[config.mk]
export PLATFORM = sky130hd
export DESIGN_NAME = rv_mem_arbiter
export DESIGN_NICKNAME = d
export VERILOG_FILES = /design/src/rtl/rv_mem_pkg.sv /design/src/rtl/rv_arb_starve_cnt.sv /design/src/rtl/rv_mem_arbiter.sv
export SDC_FILE = /design/constraint.sdc
export NUM_CORES = 1
export LEC_CHECK = 0
export BUFFER_PORTS_ARGS = -buffer_cell sky130_fd_sc_hd__buf_4
export CAP_MARGIN = 40
export CORE_MARGIN = 5
export CORE_UTILIZATION = 42
export CTS_CLUSTER_SIZE = 10
export DETAILED_ROUTE_END_ITERATION = 6
export PLACE_DENSITY = 0.76
export SKIP_LAST_GASP = 1
export SLEW_MARGIN = 20
export SYNTH_ARGS = -nofsm -noshare
export SYNTH_HDL_FRONTEND = slang
export SYNTH_SLANG_ARGS = --single-unit
[constraint.sdc]
create_clock -name clk -period 2.1 [get_ports clk]
set_clock_uncertainty 0.15 [all_clocks]
set_input_delay 0.105 -clock clk [delete_from_list [all_inputs] [get_ports clk]]
set_output_delay 0.105 -clock clk [all_outputs]
set_load 0.01 [all_outputs]
[src/rtl/rv_mem_pkg.sv]
// rv_mem_pkg: shared types and constants for the RV32 single-port memory arbiter
package rv_mem_pkg;
    localparam int CMD_XLEN = 32;
    localparam logic [3:0] BE_FULL = 4'hF;
    typedef enum logic [2:0] {IDLE, REQ_I, REQ_D, WAIT_I, WAIT_D} arb_state_e;
    typedef struct packed {
        logic                we;
        logic [CMD_XLEN-1:0] addr;
        logic [CMD_XLEN-1:0] wdata;
        logic [3:0]          be;
    } mem_cmd_t;
    function automatic mem_cmd_t fetch_cmd(input logic [CMD_XLEN-1:0] addr);
        return '{we: 1'b0, addr: addr, wdata: '0, be: BE_FULL};
    endfunction
endpackage

[src/rtl/rv_arb_starve_cnt.sv]
// rv_arb_starve_cnt: saturating count of data grants taken while a fetch is waiting
module rv_arb_starve_cnt #(
    parameter int MAX_DATA_BURST = 4,
    parameter int CNT_W = $clog2(MAX_DATA_BURST + 1)
) (
    input  logic clk,
    input  logic reset_n,
    input  logic inc,
    input  logic clr,
    output logic at_max
);
    logic [CNT_W-1:0] cnt;
    assign at_max = cnt == CNT_W'(MAX_DATA_BURST);
    always_ff @(posedge clk or negedge reset_n) begin
        if (!reset_n)
            cnt <= '0;
        else if (clr)
            cnt <= '0;
        else if (inc && !at_max)
            cnt <= cnt + CNT_W'(1);
    end
endmodule

[src/rtl/rv_mem_arbiter.sv]
// rv_mem_arbiter: shares one memory port between IF fetches and MEM loads/stores,
// routes responses to their owner and raises the pipeline stall requests.
module rv_mem_arbiter
    import rv_mem_pkg::*;
#(
    parameter int XLEN = 32,
    parameter int MAX_DATA_BURST = 4,
    localparam int CNT_W = $clog2(MAX_DATA_BURST + 1)
) (
    input  logic            clk,
    input  logic            reset_n,
    input  logic            if_req,
    input  logic [XLEN-1:0] if_addr,
    input  logic            if_flush,
    output logic            if_rvalid,
    output logic [XLEN-1:0] if_rdata,
    input  logic            dm_req,
    input  logic            dm_we,
    input  logic [XLEN-1:0] dm_addr,
    input  logic [XLEN-1:0] dm_wdata,
    input  logic [3:0]      dm_be,
    output logic            dm_rvalid,
    output logic [XLEN-1:0] dm_rdata,
    output logic            mem_req,
    output logic            mem_we,
    output logic [XLEN-1:0] mem_addr,
    output logic [XLEN-1:0] mem_wdata,
    output logic [3:0]      mem_be,
    input  logic            mem_gnt,
    input  logic            mem_rvalid,
    input  logic [XLEN-1:0] mem_rdata,
    output logic            stall_if,
    output logic            stall_mem,
    output logic            err_spurious
);
    arb_state_e state;
    mem_cmd_t   cmd;
    logic       drop, at_max, fetch_sel, rsp_cycle, kill_i;
    assign fetch_sel = if_req & (~dm_req | at_max);
    assign rsp_cycle = if_rvalid | dm_rvalid;
    assign kill_i    = drop | if_flush;
    assign stall_if  = if_req & ~if_rvalid;
    assign stall_mem = dm_req & ~dm_rvalid;
    assign mem_we    = cmd.we;
    assign mem_addr  = cmd.addr;
    assign mem_wdata = cmd.wdata;
    assign mem_be    = cmd.be;
    rv_arb_starve_cnt #(.MAX_DATA_BURST(MAX_DATA_BURST), .CNT_W(CNT_W)) u_starve (
        .clk    (clk),
        .reset_n(reset_n),
        .inc    (state == REQ_D && mem_gnt && if_req),
        .clr    ((state == REQ_I && mem_gnt) || !if_req),
        .at_max (at_max)
    );
    // Requesters still hold their old request during the response cycle, so nothing issues then.
    always_ff @(posedge clk or negedge reset_n) begin
        if (!reset_n) begin
            state        <= IDLE;
            cmd          <= '0;
            mem_req      <= 1'b0;
            drop         <= 1'b0;
            if_rvalid    <= 1'b0;
            dm_rvalid    <= 1'b0;
            if_rdata     <= '0;
            dm_rdata     <= '0;
            err_spurious <= 1'b0;
        end else begin
            if_rvalid    <= 1'b0;
            dm_rvalid    <= 1'b0;
            err_spurious <= 1'b0;
            case (state)
                IDLE: begin
                    err_spurious <= mem_rvalid;
                    if (!rsp_cycle && fetch_sel && !if_flush) begin
                        cmd     <= fetch_cmd(if_addr);
                        mem_req <= 1'b1;
                        state   <= REQ_I;
                    end else if (!rsp_cycle && !fetch_sel && dm_req) begin
                        cmd     <= '{we: dm_we, addr: dm_addr, wdata: dm_wdata, be: dm_be};
                        mem_req <= 1'b1;
                        state   <= REQ_D;
                    end
                end
                REQ_I: begin
                    err_spurious <= mem_rvalid;
                    if (mem_gnt) begin
                        mem_req <= 1'b0;
                        drop    <= if_flush;
                        state   <= WAIT_I;
                    end else if (if_flush) begin
                        mem_req <= 1'b0;
                        state   <= IDLE;
                    end
                end
                REQ_D: begin
                    err_spurious <= mem_rvalid;
                    if (mem_gnt) begin
                        mem_req <= 1'b0;
                        state   <= WAIT_D;
                    end
                end
                WAIT_I: begin
                    if (mem_rvalid) begin
                        if_rvalid <= ~kill_i;
                        if_rdata  <= kill_i ? if_rdata : mem_rdata;
                        drop      <= 1'b0;
                        state     <= IDLE;
                    end else if (if_flush) begin
                        drop <= 1'b1;
                    end
                end
                WAIT_D: begin
                    if (mem_rvalid) begin
                        dm_rvalid <= 1'b1;
                        dm_rdata  <= mem_rdata;
                        state     <= IDLE;
                    end
                end
                default: state <= IDLE;
            endcase
        end
    end
endmodule

==> impl_metrics.tcl, run 1 <==
set metrics [dict create \
    insertion_delay_ns 0.41 \
    synth_nets 536 \
    netlist_top_cells_count "144 x dfrtp_1, 102 x mux2_2, 33 x a22o_1" \
    synth_flop_cell "dfrtp_1" \
    dieWidth_um 129 \
    fin_crit_sh_pct 107 \
    worstPathMaxFanout 5 \
    clockBufferDepth 2 \
    synth-xor-area-share_pct 0.443 \
    start_util_pct 42.7 \
    setup.worst_path.end "mem_addr[19]" \
    diodes 0 \
    ir_drop_mv 0.788 \
    fin_cells 1034 \
    core_sq_um 13900 \
    dp.cells 849 \
    dieHeight_um 129 \
    synth_area_leaders "dfrtp_1 61%, mux2_2 19%, mux2_1 4.9%, a22o_1 4.9%, buf_6 1.5%" \
    hold_class "input pin to asynchronous set/reset pin" \
    h-tree-depth 4 \
    cp-end-kind "flip-flop" \
    rsz0062_at_grt "true" \
    fmax_mhz 445 \
    synthAdderAreaFrac_pct 0.422 \
    regArea_sq_um 3600 \
    synthSimpleGateAreaFrac_pct 3.55 \
    setup_viol 60 \
    async_reset_ff_share_pct 100 \
    outcome "finished, violations left" \
    clkTransAtPathRegs_ns 0.06 \
    path_class "flip-flop to flip-flop" \
    synth.largest_area_cell "dfrtp_1" \
    port_buffers 278 \
    ioPinCount 279 \
    syn2layout_area_growth_pct 82.0 \
    final_hold_viol_count 0 \
    rr_startpoint "u_starve.cnt[0]" \
    grtUsageMet1_pct 24.9 \
    drt_iter0_drc 257 \
    synth_most_common_cell "dfrtp_1" \
    holdWs_ns 0.0467 \
    gr-usage-met2_pct 41.7 \
    drc 0 \
    rows 43 \
    antenna_found_initial 0 \
    fillCellCount 767 \
    postSynthCellCount 394 \
    synth.avg_cell_area_sq_um 15.0 \
    ys_ff_latch 144 \
    netlist_area_sq_um 5930 \
    ys_warn_count 0 \
    critPathLaunchType "flip-flop" \
    firstDrtPassIters 4 \
    tightest_slew_ns 0.482 \
    yosysTopAreaCellShare_pct 60.8 \
    clockRootBuffer "clkbuf_16" \
    yosysSeqAreaShare_pct 60.8 \
    wirelength_um 20700 \
    ant_nets 0 \
    vias 5198 \
    multiInputGateArea_sq_um 2400 \
    grt_max_degree 63 \
    setup_slack_ns -0.145 \
    p_total_mw 14.1 \
    arrival_ns 2.38 \
    crit_start "u_starve.cnt[0]" \
    ff2ff_setup_slack_ns -0.14 \
    synth-compound-area-share_pct 7.01 \
    met3_usage_pct 7.39 \
    worstRegToRegCells 8 \
    grt_pass1_vias 5739 \
    cts_buffers 17 \
    ys_types 36 \
    clock-sinks 144 \
    gp_congestion 0.814 \
    fin_nets 983 \
    max_slew_margin_pct 67.9 \
    synth_enable_flop_cells 0 \
    critPathRequiredTime_ns 2.23 \
    finalMaxSlewViolations 0 \
    drv_cap 0 \
    cts_tree "yes" \
    reg2reg_to "mem_addr[19]" \
    grt_pass1_wl_um 30000 \
    powerDensity_nw_per_um2 1300 \
    fin_tns_setup_ns -4.78 \
    routed_via_density 5.03 \
    die_area_sq_um 16600 \
    post-dp-hpwl_um 12100 \
    grt_usage_pct 23.3 \
    min_period_ns 2.24 \
    violations "negative setup slack" \
    grt-ovfl-total 0 \
    synth_mux_area_share_pct 24.7 \
    wl_per_cell_um 20.0 \
    synth_top_family_by_area "multiplexers" \
    power_leakage_nw 5.31 \
    busiest_layer "met2" \
    drive_above_1_share_pct 56.8 \
]
-- per-stage QoR --
stage | setup WS, ns | utilization (%) | instance area [sq um]
floorplan | -0.0801 | - | 6160
global placement | -0.0759 | 61.6 | 8550
detailed placement | -0.136 | 61.6 | 8550
CTS | -0.150 | 75.9 | 10500
global route | -0.201 | 77.7 | 10800
finish | -0.145 | 77.7 | 10800
-- power by group --
part / leakage [nW] / internal, mW / switching (mW)
Clock: 0.275 / 1.81 / 1.22
Sequential: 1.79 / 3.97 / 0.763
Combinational: 3.25 / 3.73 / 2.57
-- area by class of cell --
cell class / instances / share of cell area [%]
Clock buffer: 19 / 4.11
Inverter: 4 / 0.139
Multi-Input combinational cell: 221 / 22.3
Tap cell: 180 / 2.09
Sequential cell: 144 / 33.4
Timing Repair Buffer: 453 / 36.6
Clock inverter: 13 / 1.42
-- placed cells by master, fill, tap and decap left out, types with 2 or more instances in the layout --
cell type	netlist	layout
buf_12	0	7
buf_6	8	4
inv_1	4	2
dfrtp_1	144	144
nand2b_1	2	2
bufinv_16	0	2
xor2_1	2	2
mux2i_1	2	2
mux2_2	102	69
o22a_1	4	4
nand2_1	8	7
and2_1	2	2
a22o_1	33	33
buf_4	0	298
mux2_4	0	59
dlygate4sd3_1	0	138
clkbuf_16	0	22
nor2_1	9	9
clkinvlp_4	0	5
a21oi_1	2	2
inv_6	0	4
nand3_1	4	4
o21ai_0	2	2
nor2b_1	5	5
inv_2	0	2
-- sequential cells by signal, indices dropped and copies added (netlist names) --
signal,cells
state,3
mem_be,4
err_spurious,1
dm_rvalid,1
drop,1
mem_we,1
mem_wdata,32
if_rvalid,1
mem_addr,32
mem_req,1
if_rdata,32
u_starve.cnt,3
dm_rdata,32
-- worst max-delay path: stages (launching register included) --
cell and delay, ns:
dfrtp_1 0.38, inv_2 0.09, ha_4 0.15, nand2_4 0.06, a2111oi_4 0.36, buf_6 0.20, clkbuf_16 0.17, mux2_4 0.30
mux2_4 0.26
-- layer usage --
metal | vias up | share of wire, % | routed length, um
li1 | 2321 | - | -
met1 | 2599 | 37 | 7600
met2 | 230 | 53 | 11000
met3 | 48 | 7.1 | 1470
met4 | 0 | 3.0 | 618
met5 | - | 0 | 0
-- worst min path at each step --
| stage | slack, ns | from | to | cells after the start |
|---|---|---|---|---|
| after CTS | 0.03 | dm_req | state[1] | 4 |
| final | 0.05 | reset_n | dm_rdata[9] | 2 |
| after global routing | 0.03 | dm_req | state[1] | 4 |
| after global placement | -0.08 | reset_n | if_rdata[9] | 1 |
| after floorplan | -0.34 | reset_n | dm_rdata[0] | 0 |
| after detailed placement | -0.07 | reset_n | dm_rdata[9] | 1 |
-- what timing repair did --
item                                    CTS  global route
hold buffers                            138             0
buffers inserted                          0             8
endpoints found under the setup margin   32            38
cloned                                    0             7
hold endpoints to repair                286             0
pin swaps                                 0             6
resized for setup                         0            14
-- logic make-up after synthesis --
| family | after synthesis |
|---|---|
| DFF | 144 |
| muxes | 130 |
| xor gates and xnor gates | 3 |
| adders and majority gates | 2 |
| AOI/OAI and AO/OA | 47 |
| buffers and inverters | 29 |
| and+or+nand+nor | 39 |
No activity file was read; power rests on OpenSTA's default activity.
==> inputs of run 2 (changes only) <==
==> constraint.sdc (replaced) <==
create_clock -name clk -period 2.1 [get_ports clk]
set_clock_uncertainty 0.15 [all_clocks]
set_input_delay 0.21 -clock clk [delete_from_list [all_inputs] [get_ports clk]]
set_output_delay 0.21 -clock clk [all_outputs]
set_load 0.01 [all_outputs]
==> impl_metrics.tcl, run 2 (synthesis gave the netlist of run 1 again) <==
set metrics [dict create \
    outcome "finished, violations left" \
    violations "negative setup slack" \
    final_cell_mix "295 x buf_4, 144 x dfrtp_1, 120 x dlygate4sd3_1" \
    critPathRequiredTime_ns 2.25 \
    fin_cells 1011 \
    min_period_ns 2.25 \
    grt-ovfl-total 0 \
    grt_usage_pct 23.6 \
    drive_above_1_share_pct 57.9 \
    gp_congestion 0.818 \
    post-dp-hpwl_um 12200 \
    cts_tree "yes" \
    syn2layout_area_growth_pct 78.7 \
    dieHeight_um 129 \
    tightest_slew_ns 0.386 \
    wirelength_um 20100 \
    core_sq_um 13900 \
    rsz0062_at_grt "true" \
    drt_iter0_drc 178 \
    clkTransAtPathRegs_ns 0.06 \
    worstPathMaxFanout 8 \
    wl_per_cell_um 19.8 \
    start_util_pct 42.7 \
    power_leakage_nw 5.26 \
    fin_crit_sh_pct 107 \
    max_slew_margin_pct 74.3 \
    drv_cap 0 \
    vias 5027 \
    die_area_sq_um 16600 \
    ant_nets 0 \
    ioPinCount 279 \
    setup_slack_ns -0.152 \
    cts_buffers 17 \
    fin_nets 960 \
    hold_class "input pin to flip-flop" \
    final_hold_viol_count 0 \
    dp.cells 850 \
    arrival_ns 2.40 \
    rows 43 \
    clock-sinks 144 \
    stdcell_area_sq_um 10600 \
    clockRootBuffer "clkbuf_16" \
    insertion_delay_ns 0.41 \
    port_buffers 278 \
    ir_drop_mv 0.818 \
    grt_pass1_wl_um 30500 \
    final_common_cell "buf_4" \
    dieWidth_um 129 \
    place_area_sq_um 8570 \
    routed_via_density 4.97 \
    firstDrtPassIters 4 \
    p_total_mw 14.0 \
    dp_slack_ns -0.162 \
    clockBufferDepth 2 \
    grt_max_degree 57 \
    h-tree-depth 4 \
    diodes 0 \
    postLayoutCoreUtil_pct 76.3 \
    fin_tns_setup_ns -3.80 \
    powerDensity_nw_per_um2 1320 \
    finalMaxSlewViolations 0 \
    path_class "flip-flop to flip-flop" \
    drc 0 \
    cp-end-kind "flip-flop" \
    fmax_mhz 444 \
    setup_viol 32 \
    holdWs_ns 0.0130 \
    grt_pass1_vias 5866 \
    antenna_found_initial 0 \
    critPathLaunchType "flip-flop" \
]
-- run 2: what timing repair did --
action	4_1_cts	5_1_grt
hold endpoints to repair	274	1
resized for setup	5	16
pin swaps	0	3
hold buffers	118	2
cloned	2	3
setup buffers	5	1
endpoints found under the setup margin	32	46
-- run 2: layout make-up --
cell class              instances  area (sq um)
repair buffers                430          3710
flip-flops and latches        144          3600
fillers                       817          3290
multi-input cells             221          2430
clock buffers                  19           443
well taps                     180           225
clock inverters                13           163
inverters                       4          15.0
-- run 2: power breakdown --
group / total [mW] / internal, mW / switching (mW)
clock network: 3.07 / 1.90 / 1.17
logic: 6.20 / 3.69 / 2.51
registers: 4.72 / 3.97 / 0.752
total: 14.0 / 9.56 / 4.43
-- run 2: critical path, cell delays in order, from the launching register on --
cell and delay, ns:
dfrtp_1 0.38, inv_2 0.08, ha_4 0.15, nand2_4 0.06, a2111oi_4 0.36, buf_4 0.21
clkbuf_16 0.18, mux2_4 0.31, mux2_4 0.26
-- run 2: final timing paths --
kind | slack [ns] | from | cells past startpoint | to
max | -0.15 | u_starve.cnt[0] | 8 | mem_addr[17]
min | 0.01 | if_addr[27] | 3 | mem_addr[27]
max reg2reg | -0.15 | u_starve.cnt[0] | 8 | mem_addr[17]
min reg2reg | 0.36 | if_rdata[29] | 1 | if_rdata[29]
max in group asynchronous | 1.03 | reset_n | 3 | mem_addr[22]
min in group asynchronous | 0.13 | reset_n | 2 | if_rdata[9]
-- run 2: metal layers --
metal	wire, um	GRT usage, %	part of all wire [%]	vias up
met3	1620	7.56	8.1	29
li1	-	-	-	2274
met1	7410	25.9	37	2515
met2	10700	42.3	53	209
met4	366	8.96	1.8	0
met5	0	0	0	-
==> inputs of run 3 (changes only) <==
--- a/config.mk
+++ b/config.mk
@@ -5,13 +5,14 @@
 export SDC_FILE = /design/constraint.sdc
 export NUM_CORES = 1
 export LEC_CHECK = 0
+export ABC_AREA = 1
 export BUFFER_PORTS_ARGS = -buffer_cell sky130_fd_sc_hd__buf_4
 export CAP_MARGIN = 40
 export CORE_MARGIN = 5
-export CORE_UTILIZATION = 42
+export CORE_UTILIZATION = 43
 export CTS_CLUSTER_SIZE = 10
 export DETAILED_ROUTE_END_ITERATION = 6
-export PLACE_DENSITY = 0.76
+export PLACE_DENSITY = 0.77
 export SKIP_LAST_GASP = 1
 export SLEW_MARGIN = 20
 export SYNTH_ARGS = -nofsm -noshare
==> impl_metrics.tcl, run 3 <==
set metrics [dict create \
    dp_slack_ns 0.230 \
    setup_slack_ns 0.159 \
    min_period_ns 1.94 \
    synth_area_leaders "dfrtp_1 59%, nand2_1 23%, o21ai_2 3.3%, inv_1 2.9%, o21ai_0 2.9%" \
    async_reset_ff_share_pct 100 \
    syn2layout_area_growth_pct 68.6 \
    insertion_delay_ns 0.41 \
    firstDrtPassIters 5 \
    dieHeight_um 129 \
    grt_pass1_vias 6533 \
    synth_top_family_by_area "simple AND/OR/NAND/NOR gates" \
    synth.largest_area_cell "dfrtp_1" \
    clock-sinks 144 \
    fmax_mhz 515 \
    synth_nets 865 \
    core_sq_um 13900 \
    ys_types 26 \
    crit_chain "inv_1 > ha_1 > nand2_1 > a21oi_2 > nand2_2 > inv_2 > nand2_2 > nand2_4 > buf_4 > nand2_1 > nand2_1" \
    crit_top_cell "nand2_1" \
    ys_ff_latch 144 \
    synthAdderAreaFrac_pct 0.408 \
    routed_via_density 4.83 \
    synth_mux_area_share_pct 0 \
    critPathRequiredTime_ns 2.30 \
    power_leakage_nw 5.69 \
    grt_max_degree 66 \
    rows 43 \
    synth-xor-area-share_pct 0.143 \
    drive_above_1_share_pct 31.2 \
    clockBufferDepth 2 \
    tightest_slew_ns 0.542 \
    drt_iter0_drc 402 \
    drc 0 \
    rsz0062_at_grt "false" \
    slowest_delay_ns 0.37 \
    cts_buffers 17 \
    synth-compound-area-share_pct 7.30 \
    setup_viol 0 \
    arrival_ns 2.14 \
    dieWidth_um 129 \
    wirelength_um 22000 \
    final_common_cell "nand2_1" \
    synth_enable_flop_cells 0 \
    die_area_sq_um 16800 \
    clockRootBuffer "clkbuf_16" \
    gp_congestion 0.821 \
    yosysTopAreaCellShare_pct 58.8 \
    postSynthCellCount 723 \
    fin_tns_setup_ns 0 \
    netlist_top_cells_count "379 x nand2_1, 144 x dfrtp_1, 47 x inv_1" \
    max_slew_margin_pct 63.8 \
    cts_tree "yes" \
    antenna_found_initial 1 \
    synthSimpleGateAreaFrac_pct 26.6 \
    vias 6423 \
    ant_nets 0 \
    port_buffers 278 \
    critPathLaunchType "flip-flop" \
    yosysSeqAreaShare_pct 58.8 \
    ioPinCount 279 \
    start_util_pct 44.0 \
    synth_most_common_cell "nand2_1" \
    fin_nets 1278 \
    final_cell_mix "378 x nand2_1, 284 x buf_4, 144 x dfrtp_1" \
    grt_usage_pct 25.9 \
    cp-end-kind "flip-flop" \
    grt_pass1_wl_um 33700 \
    powerDensity_nw_per_um2 1240 \
    grt-ovfl-total 0 \
    drv_cap 0 \
    h-tree-depth 4 \
    path_class "flip-flop to flip-flop" \
    hold_class "input pin to flip-flop" \
    fin_crit_sh_pct 92.4 \
    path_delay_family "simple AND/OR/NAND/NOR gates" \
    outcome "complete, no violations" \
    netlist_area_sq_um 6130 \
    cp_num_buf_inv 3 \
    final_hold_viol_count 0 \
    synth_flop_cell "dfrtp_1" \
    ir_drop_mv 0.901 \
    post-dp-hpwl_um 13100 \
    synth.avg_cell_area_sq_um 8.48 \
    cp_slowest_cell "dfrtp_1" \
    ys_warn_count 0 \
    clkTransAtPathRegs_ns 0.06 \
    wl_per_cell_um 16.5 \
    worstPathMaxFanout 33 \
    finalMaxSlewViolations 0 \
]
[run 3: what timing repair did]
action	4_1_cts	5_1_grt
gates resized for setup	0	1
hold buffers	135	0
buffers inserted	0	0
endpoints found under the hold margin	187	0
setup endpoints to repair	0	1
[run 3: cell families after synthesis]
family | count (synthesis)
compound gates | 71
flops | 144
simple gates | 421
buf+inv | 84
fa+ha+maj | 2
xor+xnor | 1
[run 3: through the flow]
step,power (mW),hold WS [ns],cells,instance area [sq um],util [%]
2_1_floorplan,6.88,-0.236,723,6130,-
3_3_place_gp,9.45,0.0625,1162,8410,60.3
3_5_place_dp,9.58,0.0588,1162,8410,60.3
4_1_cts,12.8,0.00168,1328,10300,74.1
5_1_grt,13.6,0.0407,1329,10300,74.2
6_report,12.8,0.0188,1329,10300,74.2
[run 3: cell type report]
type | instances | area [sq um]
Antenna cell | 1 | 2.50
Multi-Input combinational cell | 495 | 2120
Fill cell | 890 | 3600
Tap cell | 180 | 225
Timing Repair Buffer | 427 | 3630
Clock inverter | 10 | 113
Inverter | 51 | 191
Sequential cell | 144 | 3600
Clock buffer | 21 | 460
[run 3: per-layer routing]
metal,up-vias,GRT usage (%),part of all wire (%)
met5,-,0,0
met2,362,42.8,48
met1,2957,29.8,37
li1,3031,-,-
met4,0,11.5,3.7
met3,73,10.3,12
[run 3: worst register-to-register path, cell delays in order, from the launching register on]
cell and delay [ns]:
dfrtp_1 0.37, inv_1 0.09, ha_1 0.15, nand2_1 0.10, a21oi_2 0.15, nand2_2 0.07, inv_2 0.07, nand2_2 0.06
nand2_4 0.08, buf_4 0.33, nand2_1 0.15, nand2_1 0.10
[run 3: power breakdown]
part	internal, mW	switching [mW]	leakage, nW
clock	1.80	1.13	0.279
combinational	2.48	2.71	3.58
sequential	3.96	0.742	1.83
total	8.25	4.58	5.69
[run 3: final timing paths]
path                            startpoint  slack (ns)  cells past startpoint            to
min in group asynchronous          reset_n        0.20                      2  dm_rdata[10]
min                            if_addr[30]        0.02                      5  mem_addr[30]
max                        u_starve.cnt[0]        0.16                     11   mem_addr[1]
max reg2reg                u_starve.cnt[0]        0.16                     11   mem_addr[1]
max in group asynchronous          reset_n        1.00                      3  mem_addr[10]
min reg2reg                   mem_wdata[4]        0.32                      2  mem_wdata[4]
